[src/rtl/pc_fetch_seq_pkg.sv]
// Shared definitions for the fetch sequencer: next-PC op codes, FSM states, reset PC.
package pc_fetch_seq_pkg;

  typedef enum logic [1:0] {
    NPC_PLUS4  = 2'b00,
    NPC_BRANCH = 2'b01,
    NPC_JUMP   = 2'b10,
    NPC_HOLD   = 2'b11
  } npc_op_e;

  typedef enum logic [2:0] {
    S_IDLE,
    S_REQ,
    S_WAIT,
    S_HOLD,
    S_DRAIN
  } fetch_state_e;

  localparam logic [29:0] RESET_PC_DEFAULT = 30'h0000_0C00;

endpackage

[src/rtl/pc_fetch_seq_npc.sv]
// Next-PC unit: word-address arithmetic for sequential, branch and jump targets (mod 2^30).
import pc_fetch_seq_pkg::*;

module pc_fetch_seq_npc (
  input  npc_op_e     op,
  input  logic [29:0] base,
  input  logic [25:0] imm,
  output logic [29:0] npc
);

  always_comb begin
    npc = base;
    case (op)
      NPC_PLUS4:  npc = base + 30'd1;
      // Branch offset is relative to the branch itself, not to the following word.
      NPC_BRANCH: npc = base + {{14{imm[15]}}, imm[15:0]};
      // Top four word-address bits correspond to byte-address bits [31:28].
      NPC_JUMP:   npc = {base[29:26], imm};
      default:    npc = base;
    endcase
  end

endmodule

[src/rtl/pc_fetch_seq.sv]
// Fetch sequencer: owns the PC, issues one IMEM fetch at a time, holds the word for decode,
// and applies execute-stage redirects through the next-PC unit.
import pc_fetch_seq_pkg::*;

module pc_fetch_seq #(
  parameter logic [29:0] RESET_PC = RESET_PC_DEFAULT
) (
  input  logic        clk,
  input  logic        rst,
  input  logic        redirect_valid,
  input  logic [1:0]  redirect_op,
  input  logic [29:0] redirect_pc,
  input  logic [25:0] redirect_imm,
  output logic        imem_req,
  output logic [29:0] imem_addr,
  input  logic        imem_gnt,
  input  logic        imem_rvalid,
  input  logic [31:0] imem_rdata,
  output logic        inst_valid,
  output logic [31:0] inst,
  output logic [29:0] inst_pc,
  input  logic        inst_ready
);

  fetch_state_e state;
  logic [29:0]  pc;
  logic         req_q;
  logic         valid_q;
  npc_op_e      npc_op;
  logic [29:0]  npc_base;
  logic [29:0]  npc;
  logic         redirect;

  // Redirects arriving while IDLE are ignored; the fetch loop has not started yet.
  assign redirect = redirect_valid && (state != S_IDLE);
  assign npc_op   = redirect_valid ? npc_op_e'(redirect_op) : NPC_PLUS4;
  assign npc_base = redirect_valid ? redirect_pc : pc;

  pc_fetch_seq_npc u_npc (
    .op   (npc_op),
    .base (npc_base),
    .imm  (redirect_imm),
    .npc  (npc)
  );

  assign imem_req   = req_q;
  assign imem_addr  = pc;
  // A redirect squashes the held word in the very cycle it arrives.
  assign inst_valid = valid_q && !redirect_valid;

  // NOTE: sequential state uses non-blocking assignments so every flop samples pre-edge values.
  always_ff @(posedge clk) begin
    if (rst) begin
      state   <= S_IDLE;
      pc      <= RESET_PC;
      req_q   <= 1'b0;
      valid_q <= 1'b0;
      inst    <= '0;
      inst_pc <= '0;
    end else begin
      if (redirect) pc <= npc;
      case (state)
        S_IDLE: begin
          state <= S_REQ;
          req_q <= 1'b1;
        end
        S_REQ: begin
          if (imem_gnt) begin
            req_q <= 1'b0;
            state <= redirect ? S_DRAIN : S_WAIT;
          end
        end
        S_WAIT: begin
          if (redirect) begin
            if (imem_rvalid) begin
              state <= S_REQ;
              req_q <= 1'b1;
            end else begin
              state <= S_DRAIN;
            end
          end else if (imem_rvalid) begin
            inst    <= imem_rdata;
            inst_pc <= pc;
            valid_q <= 1'b1;
            state   <= S_HOLD;
          end
        end
        S_HOLD: begin
          if (redirect || inst_ready) begin
            if (!redirect) pc <= npc;
            valid_q <= 1'b0;
            req_q   <= 1'b1;
            state   <= S_REQ;
          end
        end
        S_DRAIN: begin
          if (imem_rvalid) begin
            req_q <= 1'b1;
            state <= S_REQ;
          end
        end
        default: begin
          state   <= S_IDLE;
          req_q   <= 1'b0;
          valid_q <= 1'b0;
        end
      endcase
    end
  end

  rvalid_only_when_expected: assert property (@(posedge clk) disable iff (rst)
    imem_rvalid |-> (state == S_WAIT || state == S_DRAIN));

endmodule
[config.mk]
export PLATFORM = sky130hd
export DESIGN_NAME = pc_fetch_seq
export DESIGN_NICKNAME = d
export VERILOG_FILES = /design/src/rtl/pc_fetch_seq_pkg.sv /design/src/rtl/pc_fetch_seq_npc.sv /design/src/rtl/pc_fetch_seq.sv
export SDC_FILE = /design/constraint.sdc
export NUM_CORES = 1
export LEC_CHECK = 0
export ABC_CLOCK_PERIOD_IN_PS = 6300
export CAP_MARGIN = 20
export CORE_MARGIN = 2
export CORE_UTILIZATION = 48
export CTS_CLUSTER_SIZE = 40
export DETAILED_ROUTE_END_ITERATION = 7
export PLACE_DENSITY = 0.83
export SYNTH_ARGS = -nofsm -noshare
export SYNTH_HDL_FRONTEND = slang
export SYNTH_SLANG_ARGS = --single-unit
[constraint.sdc]
create_clock -name clk -period 6.3 [get_ports clk]
set_input_delay 1.89 -clock clk [delete_from_list [all_inputs] [get_ports clk]]
set_output_delay 1.89 -clock clk [all_outputs]
set_load 0.005 [all_outputs]
== Word level (Yosys, flattened, before mapping) ==
Index checks and enable logic that the tools add are counted.

* Flip-flop bits (word level): 97
* Bits in latches: 0
* Bits in writable memories: 0
* Bits in read-only memories: 0
* Input bits: 96
* Output and inout bits: 94
* Logic and storage cells: 59
* Memories kept: 0

* Add/subtract/negate cells: 2
* $mul: 0
* Div/mod/pow operators: 0
* Order comparisons: 0
* Equality and inequality tests: 13
* Shifts and indexed selects: 0
* Mux-type cells: 24
* Bitwise logic cells: 2
* Reduce and logical (&&, ||, !) cells: 12

{| class="wikitable"
|+ Operators with widths
! kind !! count
|-
| $mux W30 || 5
|-
| $pmux W30 S3 || 1
|-
| $add A30 B1 Y30 const B || 1
|-
| $add A30 B30 Y30 || 1
|-
| $mux W3 || 7
|-
| $pmux W3 S5 || 1
|-
| $ne A2 B2 Y1 const B || 6
|-
| $reduce_and A4 Y1 || 2
|-
| $mux W1 || 7
|-
| $eq A3 B2 Y1 const B || 2
|-
| $reduce_and A3 Y1 || 2
|-
| $pmux W1 S5 || 1
|-
| $eq A3 B1 Y1 const B || 1
|-
| $eq A3 B3 Y1 const B || 1
|-
| $logic_not A3 Y1 || 1
|-
| $ne A3 B3 Y1 const B || 1
|-
| $pmux W1 S3 || 1
|-
| $reduce_bool A3 Y1 || 1
|-
| $reduce_or A3 Y1 || 1
|-
| $eq A2 B1 Y1 const B || 1
|-
| $eq A2 B2 Y1 const B || 1
|-
| $logic_and A1 B1 Y1 || 2
|-
| $logic_not A2 Y1 || 1
|-
| $mux W2 || 1
|-
| other kinds (3) || 4
|}

== Depth between registers and ports, before layout ==
Gate-level depths: netlist of run 1.

* Depth in word-level cells: 7
* Gate-level depth with buffers: 17
* Gate-level depth less buffers: 13

== Hierarchy ==
Synthesis of run 1 repeated with hierarchy kept, for this count alone.

* Cell total of the unflattened synthesis: 874
* Area, all modules: 6567.5 µm²

{| class="wikitable"
|+ Modules (own cells, without submodules)
! module !! instances !! cells each !! area each (µm²) !! sequential area each (µm²)
|-
| pc_fetch_seq || 1 || 482 || 4012.6 || 1941.9
|-
| pc_fetch_seq_npc || 1 || 392 || 2555.0 || 0.0
|}

== Worst setup path after synthesis of run 1 ==
Ideal clock, no wire load.

* Path kind: input -> register
* Start point: input port redirect_valid
* End point: register pc[26] (netlist: imem_addr[26])
* Library setup time: 86 ps
* Arrival: 5124 ps
* Required time: 6214 ps
* Slack: 1090 ps
* Stages on the path: 17
* Path through: buf_2 > clkbuf_8 > buf_2 > clkbuf_1 > nand2_1 > nor2_1 > clkbuf_1 > and2_1 > ha_1 > o21ai_0 > a21o_1 > a2bb2oi_1 > o21ai_1 > o31ai_1 > mux2i_1 > o211ai_1 > a211oi_1

* Longest elaborated chain between the ends: 7

{| class="wikitable"
|+ RTL lines
! what !! RTL line !! RTL
|-
| start: declaration || pc_fetch_seq.sv:10 || <nowiki>input logic redirect_valid,</nowiki>
|-
| $mux W30 or $mux W2 (tied branches) || pc_fetch_seq.sv:37, pc_fetch_seq.sv:36 ||
|-
| $add A30 B30 Y30, or another cell as far along || pc_fetch_seq_npc.sv:16 || <nowiki>NPC_BRANCH: npc = base + {{14{imm[15]}}, imm[15:0]};</nowiki>
|-
| $pmux W30 S3 || pc_fetch_seq_npc.sv:13 || <nowiki>case (op)</nowiki>
|-
| $mux W30 || pc_fetch_seq.sv:61 || <nowiki>if (redirect) pc <= npc;</nowiki>
|-
| $mux W30 || pc_fetch_seq.sv:90 || <nowiki>if (!redirect) pc <= npc;</nowiki>
|-
| $mux W30 || pc_fetch_seq.sv:89 || <nowiki>if (redirect || inst_ready) begin</nowiki>
|-
| $mux W30 (*) || pc_fetch_seq.sv:62 || <nowiki>case (state)</nowiki>
|-
| end signal: assignment || pc_fetch_seq.sv:61 ||
|-
| end signal: assignment || pc_fetch_seq.sv:90 ||
|-
| end: declaration || pc_fetch_seq.sv:26 || <nowiki>logic [29:0] pc;</nowiki>
|}

Every way passes the cells marked *; elsewhere a longest branch is shown, timed or not.
A chain may end at the register's enable or synchronous reset.

== Final worst setup path of run 1 ==
* Start point: input port redirect_op[0]
* End point: register pc[26] (netlist: imem_addr[26])

* Longest elaborated chain between the ends: 7

{| class="wikitable"
|+ RTL lines
! what !! RTL line !! RTL
|-
| start: declaration || pc_fetch_seq.sv:11 || <nowiki>input logic [1:0] redirect_op,</nowiki>
|-
| $mux W2 (*) || pc_fetch_seq.sv:36 || <nowiki>assign npc_op = redirect_valid ? npc_op_e'(redirect_op) : NPC_PLUS4;</nowiki>
|-
| $eq A2 B2 Y1, or another cell as far along || pc_fetch_seq_npc.sv:13 ||
|-
| $pmux W30 S3 (*) || pc_fetch_seq_npc.sv:13 ||
|-
| $mux W30 || pc_fetch_seq.sv:61 ||
|-
| $mux W30 || pc_fetch_seq.sv:90 ||
|-
| $mux W30 || pc_fetch_seq.sv:89 ||
|-
| $mux W30 (*) || pc_fetch_seq.sv:62 ||
|}

Marks and branches as above.

==> results of run 1 <==
[layout by cell type (no fill, tap or decap), drive strengths merged, types with 4 or more instances in the layout]
cell type,count
and3,4
xnor2,16
and2,18
a31oi,8
buf,9
a211oi,11
ha,24
o211ai,8
xor2,8
nand4,4
or3,20
nand3,13
inv,15
clkdlybuf4s50,187
nand2,171
a21oi,101
nor3,13
a2111oi,4
nand2b,11
a22oi,4
mux2i,13
nor2b,8
dfxtp,97
o21ai,30
nor2,93
clkbuf,9
a311oi,19
nor4,4
mux2,24
a21o,8
[metrics by stage]
| step | hold WS, ns | instance area [um^2] | utilization (%) | setup WS (ns) |
|---|---|---|---|---|
| 2_1_floorplan | 0.440 | 6280 | - | 1.09 |
| 4_1_cts | 0.456 | 8420 | 66.2 | 1.04 |
| 5_1_grt | 0.474 | 8440 | 66.4 | 0.763 |
| 3_3_place_gp | 0.441 | 8110 | 63.8 | 0.835 |
| 3_5_place_dp | 0.447 | 8110 | 63.8 | 0.685 |
| 6_report | 0.453 | 8440 | 66.4 | 1.06 |
[logic make-up (layout without fill, tap and decap cells)]
logic type      Yosys count  after routing  share of synthesized area (%)
mux                      37             37                           6.37
buf+inv                  71            225                           5.90
fa+ha+maj                26             26                           5.26
flops                    97             97                           30.9
other cells               0              1                              0
compound gates          220            220                           22.4
xor+xnor                 24             24                           3.35
simple gates            366            366                           25.8
[layer usage]
| layer | GRT usage, % | vias to the layer above | wire [um] |
|---|---|---|---|
| met3 | 5.16 | 33 | 1530 |
| met5 | 0 | - | 0 |
| met2 | 43.2 | 271 | 8820 |
| li1 | - | 3245 | - |
| met1 | 37.1 | 3002 | 8690 |
| met4 | 8.41 | 0 | 477 |
[final timing paths]
check / start / to / cells past startpoint
setup / recovery: redirect_op[0] / imem_addr[26]$_SDFF_PP0_ / 13
hold / removal: inst[4]$_SDFFE_PP0P_ / inst[4]$_SDFFE_PP0P_ / 2
setup reg to reg: imem_addr[11]$_SDFF_PP1_ / imem_addr[26]$_SDFF_PP0_ / 10
hold reg to reg: inst[4]$_SDFFE_PP0P_ / inst[4]$_SDFFE_PP0P_ / 2
[state kept, by name, summed over array words and instances (netlist names)]
name	count
inst	32
imem_addr	30
inst_pc	30
state	3
imem_req	1
valid_q	1
[cell type report]
type	instances	area, um^2
sequential	97	1940
clock buffer	9	225
fill	1157	4280
tap	172	215
inverter	13	48.8
timing repair buffer	196	1950
multi-input combinational	673	3980
clock inverter	7	83.8
antenna	1	2.50
[power groups by stage]
stage / Sequential (mW) / Clock, mW / Combinational [mW]
floorplan: 0.670 / 0 / 0.229
global placement: 0.681 / 0 / 0.367
detailed placement: 0.682 / 0 / 0.372
CTS: 0.667 / 0.583 / 0.374
global route: 0.672 / 0.617 / 0.415
finish: 0.669 / 0.581 / 0.378
[worst min-delay path, delay by kind of cell, from the launching register on]
family / cells / cell delay (ns)
and+or+nand+nor: 1 / 0.05
AOI/OAI and AO/OA: 1 / 0.05
DFF: 1 / 0.31
==> impl_metrics.json, run 1 <==
{
  "status": "finished clean",
  "synth_area_leader_cell": "dfxtp_1",
  "wl_per_cell_um": 16.7,
  "rsz0062_at_grt": "false",
  "critPathBufInv": 1,
  "rows": 41,
  "arrival_ns": 5.49,
  "cts_tree": "yes",
  "crit_family": "compound AO/OA/AOI/OAI gates",
  "min_period_ns": 5.24,
  "post-place-cells": 1150,
  "p_seq_share_pct": 41.1,
  "synth_warnings": 0,
  "ir_worst_vdd_mv": 0.133,
  "dr.first_iter.drc_count": 484,
  "vias": 6551,
  "ant_nets": 0,
  "final_cells": 1168,
  "ys_top_cells_by_area": "dfxtp_1 31%, nand2_1 10%, a21oi_1 8.0%, nor2_1 5.6%, ha_1 4.8%",
  "gp_congestion": 0.949,
  "avgSynthCellArea_um2": 7.47,
  "power.leakage_nw": 3.09,
  "antenna_found_initial": 1,
  "htree_levels": 3,
  "yosys_most_used_dff": "dfxtp_1",
  "cts_buffers": 9,
  "netlist_instances": 841,
  "viasPerCell": 5.61,
  "dieArea_mm2": 0.0140,
  "critPathMaxFanout": 14,
  "synth_top_area_share_pct": 30.9,
  "synth_edf_count": 0,
  "swShare_pct": 29.9,
  "clock.fmax_mhz": 191,
  "die_h_um": 118,
  "report.final.slew_viol_count": 0,
  "hold_path_class": "register to register",
  "critPathCaptureType": "register",
  "path_cells": "clkdlybuf4s50_1 -> nand2_1 -> nor2_1 -> and2_1 -> ha_1 -> a21oi_1 -> o211a_1 -> a2bb2oi_1 -> o21ai_1 -> o31ai_1 -> mux2i_1 -> o211ai_1 -> a211oi_1",
  "yosysMostFrequentCell": "nand2_1",
  "async_reset_ff_share_pct": 0,
  "maxCapViolations": 0,
  "fin_total_pwr_mw": 1.63,
  "setup_viol": 0,
  "pwr-share-comb_pct": 23.2,
  "cts_resized": 0,
  "drt_wl_total_um": 19500,
  "ys_ff_latch": 97,
  "cts-root-buf": "clkbuf_16",
  "io_buffers": 189,
  "start_util_pct": 49.4,
  "gr-total-overflow": 0,
  "synthesis.nets": 962,
  "grt_start_max_net_pins": 99,
  "hold_viol": 0,
  "reg2reg_slack_ns": 3.28,
  "power_density_mw_per_mm2": 193,
  "ios": 190,
  "die_w_um": 118,
  "slowest_stage": "nor2_1",
  "relSlewSlack_pct": 30.2,
  "dr.pass1.iters": 5,
  "syn_area_mm2": 0.00628,
  "grt_pass1_wl_um": 31200,
  "cts_setup_buffers": 0,
  "holdBufCountCts": 0,
  "ys_types": 66,
  "slowest_delay_ns": 0.61,
  "track_usage_pct": 27.1,
  "nets": 1111,
  "cts_num_sinks": 97,
  "yosysSeqAreaShare_pct": 30.9,
  "drive_gt1_share_pct": 6.63,
  "period_share_pct": 83.1,
  "skew_ns": 0.0108,
  "core_mm2": 0.0127,
  "netlist_top_cells_count": "171 x nand2_1, 100 x a21oi_1, 97 x dfxtp_1, 93 x nor2_1, 35 x clkbuf_1",
  "worstSetupPathType": "input port to register",
  "tightestPinTransition_ns": 1.05,
  "grt_pass1_vias": 6020,
  "insertion_delay_ns": 0.35,
  "hpwl_um": 14400,
  "p_sw_mw": 0.487,
  "fin_tns_setup_ns": 0,
  "clkPwrFrac_pct": 35.7,
  "crit_path_start_kind": "input port",
  "intPower_mw": 1.14,
  "clkTransAtPathRegs_ns": 0.08,
  "cts_buffer_depth": 2,
  "drc": 0,
  "required_ns": 6.56,
  "synthToLayoutAreaGrowth_pct": 34.4
}
Power figures use the tool's default switching activity.
==> inputs of run 2 (changes only) <==
--- a/config.mk
+++ b/config.mk
@@ -5,7 +5,7 @@
 export SDC_FILE = /design/constraint.sdc
 export NUM_CORES = 1
 export LEC_CHECK = 0
-export ABC_CLOCK_PERIOD_IN_PS = 6300
+export ABC_CLOCK_PERIOD_IN_PS = 5180
 export CAP_MARGIN = 20
 export CORE_MARGIN = 2
 export CORE_UTILIZATION = 48
==> constraint.sdc (replaced) <==
create_clock -name clk -period 5.18 [get_ports clk]
set_input_delay 1.554 -clock clk [delete_from_list [all_inputs] [get_ports clk]]
set_output_delay 1.554 -clock clk [all_outputs]
set_load 0.005 [all_outputs]
==> run 2 against run 1 <==
Effect of this change: sequential power is 22% higher; design area is 0.43% higher; first-iteration DRC count is 23% higher; register-to-register slack worse by 1.1 ns; die area stayed put; via count is 1.4% higher; critical path depth is 2 higher; clock power is 13% higher; critical path type unchanged; largest cell class unchanged; highest routed layer unchanged.
==> impl_metrics.json, run 2 (same netlist as run 1, synthesis figures left out) <==
{
  "status": "finished clean",
  "hpwl_um": 14800,
  "synthToLayoutAreaGrowth_pct": 35.0,
  "p_sw_mw": 0.599,
  "holdBufCountCts": 0,
  "dr.pass1.iters": 7,
  "nets": 1119,
  "fin_total_pwr_mw": 1.94,
  "maxCapViolations": 0,
  "clkTransAtPathRegs_ns": 0.08,
  "cts_setup_buffers": 0,
  "wl_per_cell_um": 17.0,
  "rsz0062_at_grt": "false",
  "viasPerCell": 5.65,
  "pwr-share-comb_pct": 24.2,
  "setup_viol": 0,
  "worstSetupPathType": "input port to register",
  "cts_num_sinks": 97,
  "final_cells": 1176,
  "arrival_ns": 4.90,
  "crit_path_start_kind": "input port",
  "fin_hold_ws_ns": 0.452,
  "grt_pass1_wl_um": 31900,
  "ant_nets": 0,
  "tightestPinTransition_ns": 1.08,
  "ios": 190,
  "cts_buffer_depth": 2,
  "swShare_pct": 30.8,
  "drt_wl_total_um": 20000,
  "setup_ws_ns": 0.534,
  "fillers": 1114,
  "seq_area_mm2": 0.00194,
  "cts_buffers": 9,
  "htree_levels": 3,
  "gr-total-overflow": 0,
  "power_density_mw_per_mm2": 229,
  "p_seq_share_pct": 41.9,
  "required_ns": 5.43,
  "clkPwrFrac_pct": 33.9,
  "insertion_delay_ns": 0.35,
  "track_usage_pct": 27.8,
  "io_buffers": 189,
  "cts_resized": 0,
  "layout_commonest_cell": "clkdlybuf4s50_1",
  "fin_tns_setup_ns": 0,
  "critPathCaptureType": "register",
  "die_w_um": 118,
  "die_h_um": 118,
  "regMostFlops": "inst",
  "cts-root-buf": "clkbuf_16",
  "drc": 0,
  "min_period_ns": 4.65,
  "hold_viol": 0,
  "report.final.slew_viol_count": 0,
  "dieArea_mm2": 0.0140,
  "grt_start_max_net_pins": 99,
  "ir_worst_vdd_mv": 0.178,
  "cts_tree": "yes",
  "layout_common_cells": "187 x clkdlybuf4s50_1, 171 x nand2_1, 100 x a21oi_1",
  "clock.fmax_mhz": 215,
  "start_util_pct": 49.4,
  "power.leakage_nw": 3.12,
  "period_share_pct": 89.7,
  "vias": 6644,
  "skew_ns": 0.0121,
  "dp_worst_setup_slack_ns": 0.257,
  "hold_path_class": "register to register",
  "gp_congestion": 0.965,
  "post-place-cells": 1159,
  "multi_input_area_mm2": 0.00398,
  "relSlewSlack_pct": 27.8,
  "rows": 41,
  "antenna_found_initial": 1,
  "largest_register_ffs": 32,
  "drive_gt1_share_pct": 7.38,
  "intPower_mw": 1.34,
  "core_mm2": 0.0127,
  "dr.first_iter.drc_count": 596,
  "critPathMaxFanout": 14,
  "grt_pass1_vias": 6059
}
run 2: layout make-up:
| class | instances | area share [%] |
|---|---|---|
| clock buffer | 9 | 2.66 |
| timing repair buffer | 204 | 23.7 |
| sequential | 97 | 22.9 |
| tap | 172 | 2.54 |
| clock inverter | 7 | 0.708 |
| antenna | 1 | 0.0295 |
| multi-input combinational | 673 | 46.9 |
| inverter | 13 | 0.575 |
run 2: critical path: stages:
cell and delay [ns]:
clkdlybuf4s50_1 0.57, nand2_1 0.09, nor2_1 0.12, buf_4 0.20
and2_1 0.17, inv_1 0.06, fa_1 0.44, nand2b_1 0.20
a21oi_1 0.24, o21ai_0 0.17, o21ai_1 0.35, o31ai_1 0.20
xnor2_1 0.18, nand2_1 0.07, a311oi_1 0.27
run 2: path summary, 6_finish.rpt:
| check | startpoint | to | slack, ns | cells past startpoint |
|---|---|---|---|---|
| max | redirect_op[0] | imem_addr[22]$_SDFF_PP0_ | 0.53 | 15 |
| min | inst[25]$_SDFFE_PP0P_ | inst[25]$_SDFFE_PP0P_ | 0.45 | 2 |
| max reg2reg | imem_addr[11]$_SDFF_PP1_ | imem_addr[26]$_SDFF_PP0_ | 2.14 | 10 |
| min reg2reg | inst[25]$_SDFFE_PP0P_ | inst[25]$_SDFFE_PP0P_ | 0.45 | 2 |
run 2: per-layer routing:
| layer | part of all wire (%) | vias to the layer above | track usage (%) |
|---|---|---|---|
| met5 | 0 | - | 0 |
| met1 | 44 | 3068 | 38.6 |
| met2 | 45 | 277 | 42.7 |
| li1 | - | 3253 | - |
| met3 | 8.2 | 46 | 4.34 |
| met4 | 3.1 | 0 | 12.1 |
run 2: power by group through the flow:
stage	clock, mW	combinational [mW]	sequential, mW
after floorplan	0	0.278	0.814
after global placement	0	0.454	0.831
after detailed placement	0	0.462	0.830
after CTS	0.666	0.466	0.813
after global routing	0.698	0.512	0.817
final	0.659	0.471	0.814
run 2: per-stage QoR:
stage / cell area [um^2] / util (%)
2_1_floorplan: 6280 / -
3_3_place_gp: 8190 / 64.4
3_5_place_dp: 8190 / 64.4
4_1_cts: 8480 / 66.6
5_1_grt: 8480 / 66.7
6_report: 8480 / 66.7
==> inputs of run 3 (changes only) <==
--- a/config.mk
+++ b/config.mk
@@ -5,12 +5,13 @@
 export SDC_FILE = /design/constraint.sdc
 export NUM_CORES = 1
 export LEC_CHECK = 0
-export ABC_CLOCK_PERIOD_IN_PS = 5180
+export ABC_CLOCK_PERIOD_IN_PS = 5110
 export CAP_MARGIN = 20
 export CORE_MARGIN = 2
 export CORE_UTILIZATION = 48
 export CTS_CLUSTER_SIZE = 40
 export DETAILED_ROUTE_END_ITERATION = 7
+export HOLD_SLACK_MARGIN = 0.15
 export PLACE_DENSITY = 0.83
 export SYNTH_ARGS = -nofsm -noshare
 export SYNTH_HDL_FRONTEND = slang
==> constraint.sdc (replaced) <==
create_clock -name clk -period 5.11 [get_ports clk]
set_input_delay 1.533 -clock clk [delete_from_list [all_inputs] [get_ports clk]]
set_output_delay 1.533 -clock clk [all_outputs]
set_load 0.005 [all_outputs]
==> run 3 against run 2 <==
Effect of this change: critical path depth did not move; cell count hardly changed; sequential share of layout area shrank 0.16 points; flip-flop and latch count did not move; setup slack worse by 0.011 ns; critical path type unchanged; largest power group unchanged; wire length is 2.8% lower; first-iteration DRC count fell by 15%; clock power grew 17%; count of clock-buffer cells in the layout rose by 1; total power rose by 6.4%.
==> impl_metrics.json, run 3 (same netlist as run 1, synthesis figures left out) <==
{
  "status": "finished clean",
  "ir_worst_vdd_mv": 0.156,
  "hold_viol": 0,
  "setup_viol": 0,
  "skew_ns": 0.0110,
  "layout_common_cells": "187 x clkdlybuf4s50_1, 171 x nand2_1, 100 x a21oi_1",
  "track_usage_pct": 27.1,
  "drive_gt1_share_pct": 7.38,
  "core_mm2": 0.0127,
  "relSlewSlack_pct": 50.5,
  "viasPerCell": 5.64,
  "worstSetupPathType": "input port to register",
  "p_sw_mw": 0.595,
  "drc": 0,
  "required_ns": 5.38,
  "rsz0062_at_grt": "false",
  "grt_pass1_vias": 6105,
  "grt_pass1_wl_um": 31000,
  "start_util_pct": 49.4,
  "insertion_delay_ns": 0.36,
  "tightestPinTransition_ns": 0.742,
  "wl_per_cell_um": 16.6,
  "arrival_ns": 4.86,
  "swShare_pct": 28.8,
  "largest_register_ffs": 32,
  "synthToLayoutAreaGrowth_pct": 36.0,
  "ios": 190,
  "report.final.slew_viol_count": 0,
  "io_buffers": 189,
  "ant_nets": 0,
  "hold_path_class": "register to register",
  "power.leakage_nw": 3.15,
  "nets": 1119,
  "clock.fmax_mhz": 218,
  "gp_congestion": 0.976,
  "slowest_delay_ns": 0.50,
  "power_density_mw_per_mm2": 242,
  "critPathCaptureType": "register",
  "grt_start_max_net_pins": 63,
  "dr.pass1.iters": 5,
  "cts_num_sinks": 97,
  "intPower_mw": 1.47,
  "layout_commonest_cell": "clkdlybuf4s50_1",
  "cts_resized": 0,
  "period_share_pct": 89.8,
  "hpwl_um": 14400,
  "slowest_stage": "clkdlybuf4s50_1",
  "gr-total-overflow": 0,
  "dp_worst_setup_slack_ns": 0.228,
  "min_period_ns": 4.59,
  "die_h_um": 118,
  "clkPwrFrac_pct": 37.2,
  "critPathMaxFanout": 9,
  "antenna_found_initial": 1,
  "cts_buffers": 9,
  "holdBufCountCts": 0,
  "clkTransAtPathRegs_ns": 0.07,
  "cts_setup_buffers": 0,
  "dr.first_iter.drc_count": 509,
  "drt_wl_total_um": 19500,
  "path_cells": "clkdlybuf4s50_1 -> nand2_1 -> nor2_1 -> buf_4 -> and2_1 -> inv_1 -> fa_1 -> nand2b_1 -> a21oi_1 -> o21ai_0 -> o21ai_1 -> o31ai_1 -> mux2i_1 -> o211ai_1 -> a211oi_1",
  "dieArea_mm2": 0.0140,
  "rows": 41,
  "vias": 6626,
  "cts_buffer_depth": 2,
  "maxCapViolations": 0,
  "crit_path_start_kind": "input port",
  "cts-root-buf": "clkbuf_16",
  "cts_tree": "yes",
  "pwr-share-comb_pct": 23.0,
  "die_w_um": 118,
  "fin_tns_setup_ns": 0,
  "regMostFlops": "inst",
  "diodes": 0,
  "p_seq_share_pct": 39.8,
  "setup_ws_ns": 0.522,
  "htree_levels": 3
}
[run 3: cell types whose count changed in the layout (fill, tap and decap cells not counted), sizes merged]
| cell | delta |
|---|---|
| bufinv | +2 |
| clkbuf | +1 |
| clkinv | -2 |
| diode | -1 |
| inv | -1 |
[run 3: layer usage]
layer	wire length (um)	GRT usage, %	up-vias
li1	-	-	3256
met1	8710	36.6	3072
met2	8830	43.3	258
met3	1330	3.81	38
met4	612	11.8	2
met5	13	0	-
[run 3: path summary, 6_finish.rpt]
path,depth (start not counted),to,from,slack [ns]
min reg2reg,2,imem_req$_SDFFE_PP0P_,imem_req$_SDFFE_PP0P_,0.45
max,15,imem_addr[26]$_SDFF_PP0_,redirect_op[0],0.52
min,2,imem_req$_SDFFE_PP0P_,imem_req$_SDFFE_PP0P_,0.45
max reg2reg,10,imem_addr[25]$_SDFF_PP0_,imem_addr[11]$_SDFF_PP1_,2.09
[run 3: through the flow]
step                      total power [mW]  instances  utilization [%]  instance area, um^2  hold WS (ns)
after floorplan                       1.11        841                -                 6280         0.440
after global placement                1.30       1159             64.5                 8200         0.441
after detailed placement              1.31       1159             64.5                 8200         0.444
after CTS                             2.07       1175             67.1                 8540         0.456
after global routing                  2.16       1175             67.1                 8540         0.465
final                                 2.07       1175             67.1                 8540         0.453
[run 3: final cells by class]
type	instances	area, um^2
Clock buffer	10	239
Clock inverter	6	97.6
Fill cell	1105	4180
Inverter	13	48.8
Multi-Input combinational cell	673	3980
Sequential cell	97	1940
Tap cell	172	215
Timing Repair Buffer	204	2020
[run 3: worst max-delay path: cells and delay by family]
kind                       cells  cell delay (ns)
AOI/OAI and AO/OA              6             1.21
adders and majority gates      1             0.43
buffers and inverters          3             0.79
muxes                          1             0.17
and+or+nand+nor                4             0.72
[run 3: power groups by stage]
stage	clock network, mW	registers (mW)	logic (mW)
final	0.770	0.823	0.475
after global routing	0.814	0.827	0.518
after CTS	0.780	0.822	0.470
after detailed placement	0	0.840	0.466
after global placement	0	0.840	0.460
after floorplan	0	0.825	0.282
